### src/rtl/mcp3008_pkg.sv
// Shared types and constants for the MCP3008 scan controller.
// Optional result bank is enabled with PMOD_ADC_RESULT_BANK_EN (see top).
package mcp3008_pkg;

  typedef enum logic [2:0] {IDLE, SETUP, SHIFT, DONE, HOLD} state_t;

  localparam int FRAME_BITS = 17;
  localparam int CMD_BITS   = 5;
  localparam int DATA_FIRST = 8;
  localparam int DATA_BITS  = 10;
  localparam int NUM_CH     = 8;

  typedef logic [2:0]           ch_t;
  typedef logic [DATA_BITS-1:0] res_t;

  // DIN value for a 1-based SCLK period: start, SGL/DIFF, D2..D0, then zeros.
  function automatic logic cmd_bit(input logic [4:0] period, input logic diff, input ch_t ch);
    case (period)
      5'd1:    return 1'b1;
      5'd2:    return ~diff;
      5'd3:    return ch[2];
      5'd4:    return ch[1];
      5'd5:    return ch[0];
      default: return 1'b0;
    endcase
  endfunction

endpackage

### src/rtl/mcp3008_rr_pick.sv
// Round-robin search: first enabled channel strictly after i_last, wrapping
// back to i_last itself so a single-bit mask repeats.
module mcp3008_rr_pick
  import mcp3008_pkg::*;
(
  input  logic [NUM_CH-1:0] i_mask,
  input  ch_t               i_last,
  output ch_t               o_ch,
  output logic              o_found
);

  always_comb begin
    logic [3:0] w_sum;
    o_found = |i_mask;
    o_ch    = i_last;
    w_sum   = '0;
    // Walk farthest to nearest so the nearest enabled channel wins.
    for (int k = NUM_CH; k >= 1; k--) begin
      w_sum = {1'b0, i_last} + 4'(k);
      if (i_mask[w_sum[2:0]]) o_ch = w_sum[2:0];
    end
  end

endmodule

### src/rtl/mcp3008_scan_ctrl.sv
// MCP3008 frame sequencer with one-shot/scan arbitration.
// Define PMOD_ADC_RESULT_BANK_EN to add a readable bank of the latest scan results.
module mcp3008_scan_ctrl
  import mcp3008_pkg::*;
#(
  parameter int CLK_DIV = 27,
  parameter int CS_IDLE = 2
) (
  input  logic              clk,
  input  logic              rst,
  input  logic              scan_en,
  input  logic [NUM_CH-1:0] ch_en,
  input  logic              diff_mode,
  input  logic              req_valid,
  input  logic [2:0]        req_ch,
  output logic              req_ready,
  output logic              sclk,
  output logic              cs_n,
  output logic              mosi,
  input  logic              miso,
  output logic              res_valid,
  output logic [2:0]        res_ch,
  output logic              res_src,
  output logic [9:0]        res_data,
`ifdef PMOD_ADC_RESULT_BANK_EN
  input  logic [2:0]        rd_ch,
  output logic [9:0]        rd_data,
`endif
  output logic              busy
);

  localparam int HOLD_CYC = CS_IDLE * 2 * CLK_DIV;
  localparam int CW       = $clog2(HOLD_CYC + 1);
  localparam logic [CW-1:0] DIV_LAST  = CW'(CLK_DIV - 1);
  localparam logic [CW-1:0] HOLD_LAST = CW'(HOLD_CYC - 1);
  localparam logic [5:0]    HALF_LAST = 6'(2 * FRAME_BITS - 1);

  state_t        r_state;
  logic [CW-1:0] r_cnt;
  logic [5:0]    r_half;
  ch_t           r_ch;
  ch_t           r_last;
  logic          r_src;
  logic          r_diff;
  res_t          r_shift;
  logic          r_sclk, r_cs_n, r_mosi, r_busy;
  logic          r_res_valid, r_res_src;
  ch_t           r_res_ch;
  res_t          r_res_data;

  ch_t        w_pick;
  logic       w_found;
  logic [5:0] w_half_nx;
  logic [4:0] w_period_nx;
  logic       w_frame_end;

  mcp3008_rr_pick u_pick (
    .i_mask  (ch_en),
    .i_last  (r_last),
    .o_ch    (w_pick),
    .o_found (w_found)
  );

  assign w_half_nx   = r_half + 6'd1;
  assign w_period_nx = w_half_nx[5:1] + 5'd1;
  assign w_frame_end = (r_state == SHIFT) && (r_cnt == DIV_LAST) && (r_half == HALF_LAST);

  // The handshake must complete in the arbitration cycle itself, so ready is combinational.
  assign req_ready = (r_state == IDLE) && req_valid && !rst;

  always_ff @(posedge clk or posedge rst) begin
    if (rst) begin
      r_state     <= IDLE;
      r_cnt       <= '0;
      r_half      <= '0;
      r_ch        <= '0;
      r_last      <= 3'd7;
      r_src       <= 1'b0;
      r_diff      <= 1'b0;
      r_shift     <= '0;
      r_sclk      <= 1'b0;
      r_cs_n      <= 1'b1;
      r_mosi      <= 1'b0;
      r_busy      <= 1'b0;
      r_res_valid <= 1'b0;
      r_res_ch    <= '0;
      r_res_src   <= 1'b0;
      r_res_data  <= '0;
    end else begin
      r_res_valid <= 1'b0;
      case (r_state)
        IDLE: begin
          r_cnt  <= '0;
          r_half <= '0;
          if (req_valid || (scan_en && w_found)) begin
            r_state <= SETUP;
            r_cs_n  <= 1'b0;
            r_sclk  <= 1'b0;
            r_mosi  <= 1'b1;
            r_busy  <= 1'b1;
            r_diff  <= diff_mode;
          end
          if (req_valid) begin
            r_ch  <= req_ch;
            r_src <= 1'b1;
          end else if (scan_en && w_found) begin
            r_ch   <= w_pick;
            r_last <= w_pick;
            r_src  <= 1'b0;
          end
        end
        SETUP: begin
          if (r_cnt == DIV_LAST) begin
            r_cnt   <= '0;
            r_state <= SHIFT;
          end else begin
            r_cnt <= r_cnt + 1'b1;
          end
        end
        SHIFT: begin
          if (r_cnt != DIV_LAST) begin
            r_cnt <= r_cnt + 1'b1;
          end else begin
            r_cnt <= '0;
            if (w_frame_end) begin
              r_state     <= DONE;
              r_sclk      <= 1'b0;
              r_cs_n      <= 1'b1;
              r_mosi      <= 1'b0;
              r_res_valid <= 1'b1;
              r_res_ch    <= r_ch;
              r_res_src   <= r_src;
              r_res_data  <= r_shift;
            end else begin
              r_half <= w_half_nx;
              r_sclk <= w_half_nx[0];
              // Falling edge: present next DIN bit. Rising edge: sample DOUT.
              if (!w_half_nx[0])
                r_mosi <= cmd_bit(w_period_nx, r_diff, r_ch);
              else if (w_period_nx >= 5'(DATA_FIRST))
                r_shift <= {r_shift[DATA_BITS-2:0], miso};
            end
          end
        end
        DONE: begin
          r_cnt   <= '0;
          r_state <= HOLD;
        end
        HOLD: begin
          if (r_cnt == HOLD_LAST) begin
            r_cnt   <= '0;
            r_state <= IDLE;
            r_busy  <= 1'b0;
          end else begin
            r_cnt <= r_cnt + 1'b1;
          end
        end
        default: r_state <= IDLE;
      endcase
    end
  end

  assign sclk      = r_sclk;
  assign cs_n      = r_cs_n;
  assign mosi      = r_mosi;
  assign busy      = r_busy;
  assign res_valid = r_res_valid;
  assign res_ch    = r_res_ch;
  assign res_src   = r_res_src;
  assign res_data  = r_res_data;

`ifdef PMOD_ADC_RESULT_BANK_EN
  logic [NUM_CH-1:0][DATA_BITS-1:0] r_bank;
  res_t                             r_rd;

  // Only scan results land in the bank; one-shots leave it untouched.
  always_ff @(posedge clk or posedge rst) begin
    if (rst) begin
      r_bank <= '0;
      r_rd   <= '0;
    end else begin
      if (w_frame_end && !r_src) r_bank[r_ch] <= r_shift;
      r_rd <= r_bank[rd_ch];
    end
  end

  assign rd_data = r_rd;
`endif

endmodule

### config.mk
export PLATFORM = sky130hd
export DESIGN_NAME = mcp3008_scan_ctrl
export DESIGN_NICKNAME = d
export VERILOG_FILES = /design/src/rtl/mcp3008_pkg.sv /design/src/rtl/mcp3008_rr_pick.sv /design/src/rtl/mcp3008_scan_ctrl.sv
export SDC_FILE = /design/constraint.sdc
export NUM_CORES = 1
export LEC_CHECK = 0
export BUFFER_PORTS_ARGS = -buffer_cell sky130_fd_sc_hd__buf_2
export CAP_MARGIN = 20
export CORE_MARGIN = 10
export CORE_UTILIZATION = 63
export DETAILED_ROUTE_END_ITERATION = 7
export PLACE_DENSITY_LB_ADDON = 0.1
export SYNTH_ARGS = -nofsm -noshare
export SYNTH_HDL_FRONTEND = slang
export SYNTH_SLANG_ARGS = --single-unit
export TNS_END_PERCENT = 30
### constraint.sdc
create_clock -name clk -period 9.7 [get_ports clk]
set_input_delay 0.485 -clock clk [delete_from_list [all_inputs] [get_ports clk]]
set_output_delay 0.485 -clock clk [all_outputs]
set_load 0.05 [all_outputs]
==> results of run 1 <==
-- worst max-delay path: cells and delay by family, from the launching register on --
kind / cells / cell delay [ns]
AND/OR/NAND/NOR: 5 / 2.02
adder cells (fa/ha/maj): 1 / 0.13
multiplexers: 1 / 0.41
buffers and inverters: 1 / 0.08
flip-flops: 1 / 0.46
-- area by class of cell --
type | instances | area [µm²]
timing repair buffer | 37 | 200
fill | 352 | 1300
sequential | 53 | 1330
clock inverter | 3 | 28.8
tap | 67 | 83.8
clock buffer | 5 | 68.8
multi-input combinational | 232 | 1730
inverter | 12 | 45.0
-- registers in the layout, summed over array words and instances, names as in the netlist, 3 cells and up --
register and count:
r_ch 3, r_cnt 7, r_half 6, r_last 3, r_shift 10, r_state 3, res_ch 3, res_data 10
-- stage by stage --
stage,util,std cells,hold WS [ns]
final,0.728,409,0.199
after CTS,0.724,408,0.396
after floorplan,-,312,0.441
after detailed placement,0.703,400,0.449
after global routing,0.728,409,0.222
after global placement,0.703,400,0.445
-- power breakdown --
group,leakage (nW),switching (W),total [W],internal [W]
clock network,0.0506,0.0000817,0.000136,0.0000542
registers,0.693,0.0000567,0.000314,0.000257
logic,0.872,0.000219,0.000398,0.000179
total,1.62,0.000357,0.000847,0.000490
-- placed cells by master (no fill, tap or decap), types with 6 or more instances in the layout --
master | Yosys | final
dfrtp_1 | 49 | 49
buf_2 | 1 | 36
nor2_1 | 30 | 30
mux2_2 | 28 | 28
nand2_1 | 22 | 22
a21oi_1 | 19 | 19
o21ai_0 | 17 | 17
nand3_1 | 10 | 10
inv_1 | 11 | 10
xor2_1 | 9 | 9
mux4_2 | 9 | 9
and3_1 | 7 | 7
mux2i_1 | 6 | 6
ha_1 | 6 | 6
-- cells by family after synthesis --
group           synth area share
simple gates               0.164
compound gates             0.139
flops                      0.420
mux                        0.182
buf+inv                   0.0351
xor+xnor                  0.0359
fa+ha+maj                 0.0237
-- metal layers --
metal  global-route usage  wire (µm)  up-vias  part of all wire
met5                    0          0        -                 0
met4               0.0287         56        0            0.0084
met2                0.252       3130       88              0.47
met1                0.213       3060     1202              0.46
li1                     -          -     1199                 -
met3               0.0449        425        6             0.064
-- final timing paths --
kind                       depth (start not counted)          end  slack (ns)
min in group clk                                   2   r_shift[0]        0.40
hold / removal                                     2  res_data[1]        0.20
setup reg to reg                                   8   r_shift[7]        6.49
setup / recovery                                   8   r_shift[7]        6.49
max in group asynchronous                          3    r_last[2]        8.89
hold reg to reg                                    2         cs_n        0.47
==> impl_metrics.tcl, run 1 <==
set metrics [dict create \
    maxCapViolCount 0 \
    status "complete, no violations" \
    cts_tree "yes" \
    grt_pass1_wl_mm 11.2 \
    cts_resized 0 \
    htreeDepth 2 \
    tns_ns 0 \
    vias 2495 \
    yosysWarnings 0 \
    cp_cell_sequence "inv_1 > ha_1 > nor4b_2 > nand3_1 > or3_1 > or2_0 > nor4_4 > mux2_2" \
    fp.dieW_um 90.9 \
    layout.nets 364 \
    io_pins 37 \
    max_slew_margin 0.441 \
    dpl_cell_area_um2 3370 \
    clk_pin_slew_worst_paths_ns 0.11 \
    die_area_um2 8260 \
    detail-route-antenna-nets 0 \
    routed_wl_mm 6.68 \
    initialDrtViolationCount 143 \
    track_usage 0.159 \
    cp_data_required_time_ns 9.90 \
    skew_ns 0.0102 \
    core_um2 4790 \
    drtPass1Iterations 5 \
    root_buffer "clkbuf_8" \
    grt_pass1_vias 2343 \
    syn_nets 335 \
    synth_area_um2 3170 \
    vias_per_cell 6.10 \
    initial_core_util 0.662 \
    path_max_fanout 10 \
    synthFlopType "dfrtp_1" \
    ys_seq_area_frac 0.420 \
    netlist_instances 312 \
    total_power_w 0.000847 \
    grt_max_degree 54 \
    grt_setup_unrepaired "false" \
    ys_ff_latch 53 \
    final_area_um2 3480 \
    tightest_slew_ns 0.831 \
    gp_congestion 0.950 \
    cts_hold_buf 0 \
    maxSlewViolCount 0 \
    antenna_found_initial 0 \
    startpoint_type "flip-flop" \
    arrival_ns 3.41 \
    n_antenna_cell 0 \
    setup_ws_ns 6.49 \
    clkLatencyLatePin_ns 0.31 \
    cp-end-kind "flip-flop" \
    hp-class "input port to asynchronous set/reset pin" \
    cts.sinks 53 \
    route.detailed.drc 0 \
    post-dp-hpwl_mm 4.91 \
    hold_violations 0 \
    yosysTopAreaCell "dfrtp_1" \
    worstReg2RegStart "r_cnt[0]" \
    drive_above_1_share 0.272 \
    finalSetupViolCount 0 \
    syn2layout_area_growth_pct 9.95 \
    wl_per_cell_um 16.3 \
    avgSynthCellArea_um2 10.2 \
    synth-edff-count 0 \
    ys_async_sr_fraction 1.00 \
    post-cts-setup-buffers 0 \
    synth_area_leaders "dfrtp_1, mux2_2, mux4_2" \
    synthTopCellsByCount "dfrtp_1, nor2_1, mux2_2" \
    grt_overflow 0 \
    clock.fmax_mhz 311 \
    crit_start "r_cnt[0]" \
    slowest_delay_ns 0.70 \
    worstSetupPathType "flip-flop to flip-flop" \
    portBuffers 36 \
    numCtsBuffers 5 \
    fp-row-count 25 \
    min_period_over_period 0.331 \
    peakVddDrop_mv 0.189 \
    crit_slowest_cell "nor4_4" \
    synth_cell_type_count 51 \
    power.leakage_nw 1.62 \
    synth_top_area_frac 0.387 \
    dp_slack_ns 6.48 \
    period_minus_slack_ns 3.21 \
    yosysMostFrequentCell "dfrtp_1" \
    power_density_nw_per_um2 243 \
    clk_path_buf_depth 2 \
    die_h_um 90.9 \
]
No activity file was read; power rests on OpenSTA's default activity.
==> inputs of run 2 (changes only) <==
--- a/config.mk
+++ b/config.mk
@@ -8,7 +8,7 @@
 export BUFFER_PORTS_ARGS = -buffer_cell sky130_fd_sc_hd__buf_2
 export CAP_MARGIN = 20
 export CORE_MARGIN = 10
-export CORE_UTILIZATION = 63
+export CORE_UTILIZATION = 58
 export DETAILED_ROUTE_END_ITERATION = 7
 export PLACE_DENSITY_LB_ADDON = 0.1
 export SYNTH_ARGS = -nofsm -noshare
==> constraint.sdc (replaced) <==
create_clock -name clk -period 2.97 [get_ports clk]
set_input_delay 0.1485 -clock clk [delete_from_list [all_inputs] [get_ports clk]]
set_output_delay 0.1485 -clock clk [all_outputs]
set_load 0.05 [all_outputs]
==> run 2 against run 1 <==
  * Worst setup slack worse by 6.4 ns
  * Global-route usage rose by 0.68 points
  * Register-to-register slack got worse by 6.4 ns
  * Critical path depth is 1 higher
  * First-iteration DRC count is 31% lower
  * Die area increased by 6.7%
  * Critical path type unchanged
  * Non-clock buffer count grew 12
  * Largest power group unchanged
==> impl_metrics.tcl, run 2 (synthesis results as in run 1) <==
set metrics [dict create \
    power.leakage_nw 1.67 \
    routed_wl_mm 6.94 \
    route.detailed.drc 0 \
    dpl_cell_area_um2 3450 \
    grt_overflow 0 \
    r2r_cells 9 \
    period_minus_slack_ns 2.84 \
    reg2reg_to "r_ch[1]" \
    final_area_um2 3580 \
    fp.dieW_um 93.9 \
    cp-end-kind "flip-flop" \
    cts.sinks 53 \
    io_pins 37 \
    tightest_slew_ns 0.520 \
    path_max_fanout 8 \
    grt_setup_unrepaired "false" \
    detail-route-antenna-nets 0 \
    hold_depth 3 \
    grt_pass1_vias 2493 \
    worstSetupPathType "flip-flop to flip-flop" \
    worstReg2RegStart "r_last[1]" \
    gp_congestion 0.890 \
    min_from "diff_mode" \
    portBuffers 36 \
    cts_tree "yes" \
    n_fill_cell 412 \
    startpoint_type "flip-flop" \
    final_cell_mix "dfrtp_1, buf_2, nor2_1" \
    clkLatencyLatePin_ns 0.32 \
    numCtsBuffers 5 \
    max_slew_margin 0.653 \
    maxSlewViolCount 0 \
    finalSetupViolCount 0 \
    multi_input_area_um2 1730 \
    fp-row-count 26 \
    arrival_ns 3.05 \
    clock.fmax_mhz 352 \
    skew_ns 0.00821 \
    antenna_found_initial 0 \
    peakVddDrop_mv 0.853 \
    drtPass1Iterations 4 \
    clk_pin_slew_worst_paths_ns 0.10 \
    layout.nets 376 \
    n_antenna_cell 0 \
    min_to "r_diff" \
    track_usage 0.166 \
    hp-class "input port to flip-flop" \
    die_h_um 93.9 \
    clk_path_buf_depth 2 \
    root_buffer "clkbuf_8" \
    syn2layout_area_growth_pct 13.0 \
    drive_above_1_share 0.299 \
    vias 2549 \
    maxCapViolCount 0 \
    post-dp-hpwl_mm 5.07 \
    register_area_um2 1330 \
    vias_per_cell 6.01 \
    htreeDepth 2 \
    wl_per_cell_um 16.4 \
    initial_core_util 0.609 \
    die_area_um2 8820 \
    min_period_over_period 0.957 \
    core_um2 5200 \
    cp_data_required_time_ns 3.18 \
    post-cts-setup-buffers 0 \
    hold_violations 0 \
    grt_max_degree 54 \
    grt_pass1_wl_mm 12.0 \
    reg2reg_slack_ns 0.13 \
    power_density_nw_per_um2 792 \
    status "complete, no violations" \
    initialDrtViolationCount 99 \
    tns_ns 0 \
    mostFrequentLayoutCell "dfrtp_1" \
]
run 2: cell count changes in the layout (fill, tap and decap cells not counted), sizes merged:
cell | previous run | this run
inv | 13 | 12
dlygate4sd3 | 0 | 1
clkinvlp | 0 | 1
buf | 37 | 48
run 2: power breakdown:
group	switching [W]	internal (W)	leakage [nW]
clock	0.000259	0.000171	0.0447
combinational	0.000810	0.000641	0.930
sequential	0.000116	0.000837	0.693
total	0.00119	0.00165	1.67
run 2: worst max path at each step:
| stage | slack (ns) | start | to | cells past startpoint |
|---|---|---|---|---|
| 2_1_floorplan | 0.03 | r_last[1] | r_ch[1] | 11 |
| 3_3_place_gp | 0.26 | r_last[0] | r_ch[1] | 8 |
| 3_5_place_dp | 0.14 | r_last[1] | r_ch[1] | 9 |
| 4_1_cts | 0.12 | r_last[1] | r_ch[1] | 9 |
| 5_1_grt | 0.03 | r_last[1] | r_ch[1] | 9 |
| 6_report | 0.13 | r_last[1] | r_ch[1] | 9 |
run 2: layout make-up:
class                      instances  share of cell area
multi-input combinational        232               0.483
tap                               70              0.0245
inverter                          12              0.0129
timing repair buffer              49              0.0818
sequential                        53               0.372
clock inverter                     3             0.00699
clock buffer                       5              0.0192
run 2: through the flow:
step	std cells	total power, W	setup WS (ns)	hold slack [ns]	utilization
after floorplan	312	0.00207	0.0331	0.265	-
after global placement	414	0.00236	0.264	0.381	0.663
after detailed placement	414	0.00238	0.141	0.381	0.663
after CTS	422	0.00281	0.119	0.0498	0.681
after global routing	424	0.00306	0.0273	0.0490	0.688
final	424	0.00283	0.128	0.0519	0.688
run 2: critical path, stage by stage (launching register included):
cell      delay [ns]
dfstp_2         0.55
clkinv_2        0.11
ha_2            0.45
mux4_2          0.38
mux2i_1         0.30
and3_1          0.22
a31oi_1         0.05
a221oi_1        0.35
nor2_1          0.07
o31a_1          0.25
run 2: what timing repair did:
item,in CTS,in global routing
resized for setup,0,1
hold buffers,0,1
endpoints found under the hold margin,0,8
setup endpoints to repair,0,2
run 2: routing by layer:
layer / routed length [µm] / global-route usage / part of all wire / vias to the layer above
met2: 3300 / 0.262 / 0.48 / 84
met1: 3160 / 0.221 / 0.45 / 1227
met5: 0 / 0 / 0 / -
li1: - / - / - / 1231
met4: 58 / 0.0443 / 0.0084 / 0
met3: 425 / 0.0400 / 0.061 / 7
==> inputs of run 3 (changes only) <==
--- a/config.mk
+++ b/config.mk
@@ -8,7 +8,7 @@
 export BUFFER_PORTS_ARGS = -buffer_cell sky130_fd_sc_hd__buf_2
 export CAP_MARGIN = 20
 export CORE_MARGIN = 10
-export CORE_UTILIZATION = 58
+export CORE_UTILIZATION = 63
 export DETAILED_ROUTE_END_ITERATION = 7
 export PLACE_DENSITY_LB_ADDON = 0.1
 export SYNTH_ARGS = -nofsm -noshare
==> constraint.sdc (replaced) <==
create_clock -name clk -period 3.4 [get_ports clk]
set_input_delay 0.17 -clock clk [delete_from_list [all_inputs] [get_ports clk]]
set_output_delay 0.17 -clock clk [all_outputs]
set_load 0.05 [all_outputs]
==> run 3 against run 2 <==
  * Critical path depth unchanged
  * Final area down 1.4%
  * Worst hold slack better by 0.037 ns
  * Register-to-register slack better by 0.25 ns
  * Largest cell class unchanged
==> impl_metrics.tcl, run 3 (synthesis results as in run 1) <==
set metrics [dict create \
    maxCapViolCount 0 \
    cp_data_required_time_ns 3.61 \
    post-dp-hpwl_mm 5.13 \
    finalSetupViolCount 0 \
    vias 2531 \
    min_period_over_period 0.890 \
    status "complete, no violations" \
    timing.hold.ws_ns 0.0891 \
    maxSlewViolCount 0 \
    cp-end-kind "flip-flop" \
    route.detailed.drc 0 \
    routed_wl_mm 6.90 \
    path_max_fanout 8 \
    arrival_ns 3.23 \
    die_h_um 90.9 \
    initialDrtViolationCount 124 \
    min_to "r_shift[0]" \
    final_core_util 0.738 \
    fp.dieW_um 90.9 \
    tightest_slew_ns 0.811 \
    grt_pass1_wl_mm 12.1 \
    die_area_um2 8260 \
    gp_congestion 0.908 \
    peakVddDrop_mv 0.654 \
    power_density_nw_per_um2 698 \
    startpoint_type "flip-flop" \
    layout.nets 370 \
    numCtsBuffers 5 \
    grt_pass1_vias 2529 \
    cts_resized 0 \
    worstSetupPathType "flip-flop to flip-flop" \
    detail-route-antenna-nets 0 \
    root_buffer "clkbuf_8" \
    r2r_cells 9 \
    vias_per_cell 6.10 \
    grt_max_degree 54 \
    mostFrequentLayoutCell "dfrtp_1" \
    hold_violations 0 \
    tns_ns 0 \
    syn2layout_area_growth_pct 11.5 \
    reg2reg_to "r_ch[1]" \
    hold_depth 2 \
    initial_core_util 0.662 \
    clkLatencyLatePin_ns 0.32 \
    dp_slack_ns 0.460 \
    skew_ns 0.00863 \
    max_slew_margin 0.455 \
    n_antenna_cell 0 \
    drive_above_1_share 0.282 \
    clock.fmax_mhz 331 \
    power.leakage_nw 1.64 \
    n_fill_cell 338 \
    drtPass1Iterations 4 \
    fp-row-count 25 \
    multi_input_area_um2 1730 \
    grt_setup_unrepaired "false" \
    clk_pin_slew_worst_paths_ns 0.10 \
    htreeDepth 2 \
    portBuffers 36 \
    reg2reg_slack_ns 0.38 \
    hp-class "input port to flip-flop" \
    period_minus_slack_ns 3.02 \
    core_um2 4790 \
    clk_path_buf_depth 2 \
    setup_ws_ns 0.375 \
    track_usage 0.171 \
    min_from "miso" \
    cts_tree "yes" \
    register_area_um2 1330 \
    antenna_found_initial 0 \
    worstReg2RegStart "r_last[1]" \
    io_pins 37 \
    cts.sinks 53 \
    final_cell_mix "dfrtp_1, buf_2, nor2_1" \
    grt_overflow 0 \
    wl_per_cell_um 16.6 \
]
## run 3: where the power goes
group / internal [W] / switching [W] / total, W
combinational: 0.000532 / 0.000700 / 0.00123
clock: 0.000155 / 0.000234 / 0.000389
sequential: 0.000731 / 0.000111 / 0.000842
total: 0.00142 / 0.00105 / 0.00246
## run 3: layout make-up
cell class                      count  share of cell area
Inverter                           12              0.0128
Timing Repair Buffer               43              0.0702
Multi-Input combinational cell    232               0.489
Tap cell                           67              0.0237
Clock inverter                      3             0.00815
Clock buffer                        5              0.0195
Sequential cell                    53               0.377
## run 3: stage by stage
step                      power, W  cell area [µm²]  std cells
final                      0.00246             3530        415
after global routing       0.00265             3530        415
after CTS                  0.00244             3500        413
after detailed placement   0.00205             3400        405
after global placement     0.00204             3400        405
after floorplan            0.00180             3170        312
## run 3: worst max-delay path, stage by stage, from the launching register on
cell and delay [ns]:
dfstp_2 0.55, clkinv_1 0.19, ha_1 0.50, mux4_2 0.41
mux2i_1 0.31, and3_1 0.21, a31oi_1 0.06, a221oi_1 0.36
nor2_1 0.09, o31a_1 0.24
## run 3: per-layer routing
layer | routed length, µm | track usage
met1 | 3250 | 0.223
met2 | 3190 | 0.270
met3 | 338 | 0.0374
met4 | 125 | 0.0640
met5 | 0 | 0
## run 3: worst max-delay path by stage
stage | startpoint | end
after floorplan | r_last[1] | r_ch[1]
after global placement | r_last[1] | r_ch[1]
after detailed placement | r_last[1] | r_ch[1]
after CTS | r_last[1] | r_ch[1]
after global routing | r_last[1] | r_ch[1]
final | r_last[1] | r_ch[1]
## run 3: timing repair
item                                    CTS  global route
endpoints found under the hold margin     0             7
buffers inserted                          0             0
hold buffers                              0             1
endpoints found under the setup margin    0             0
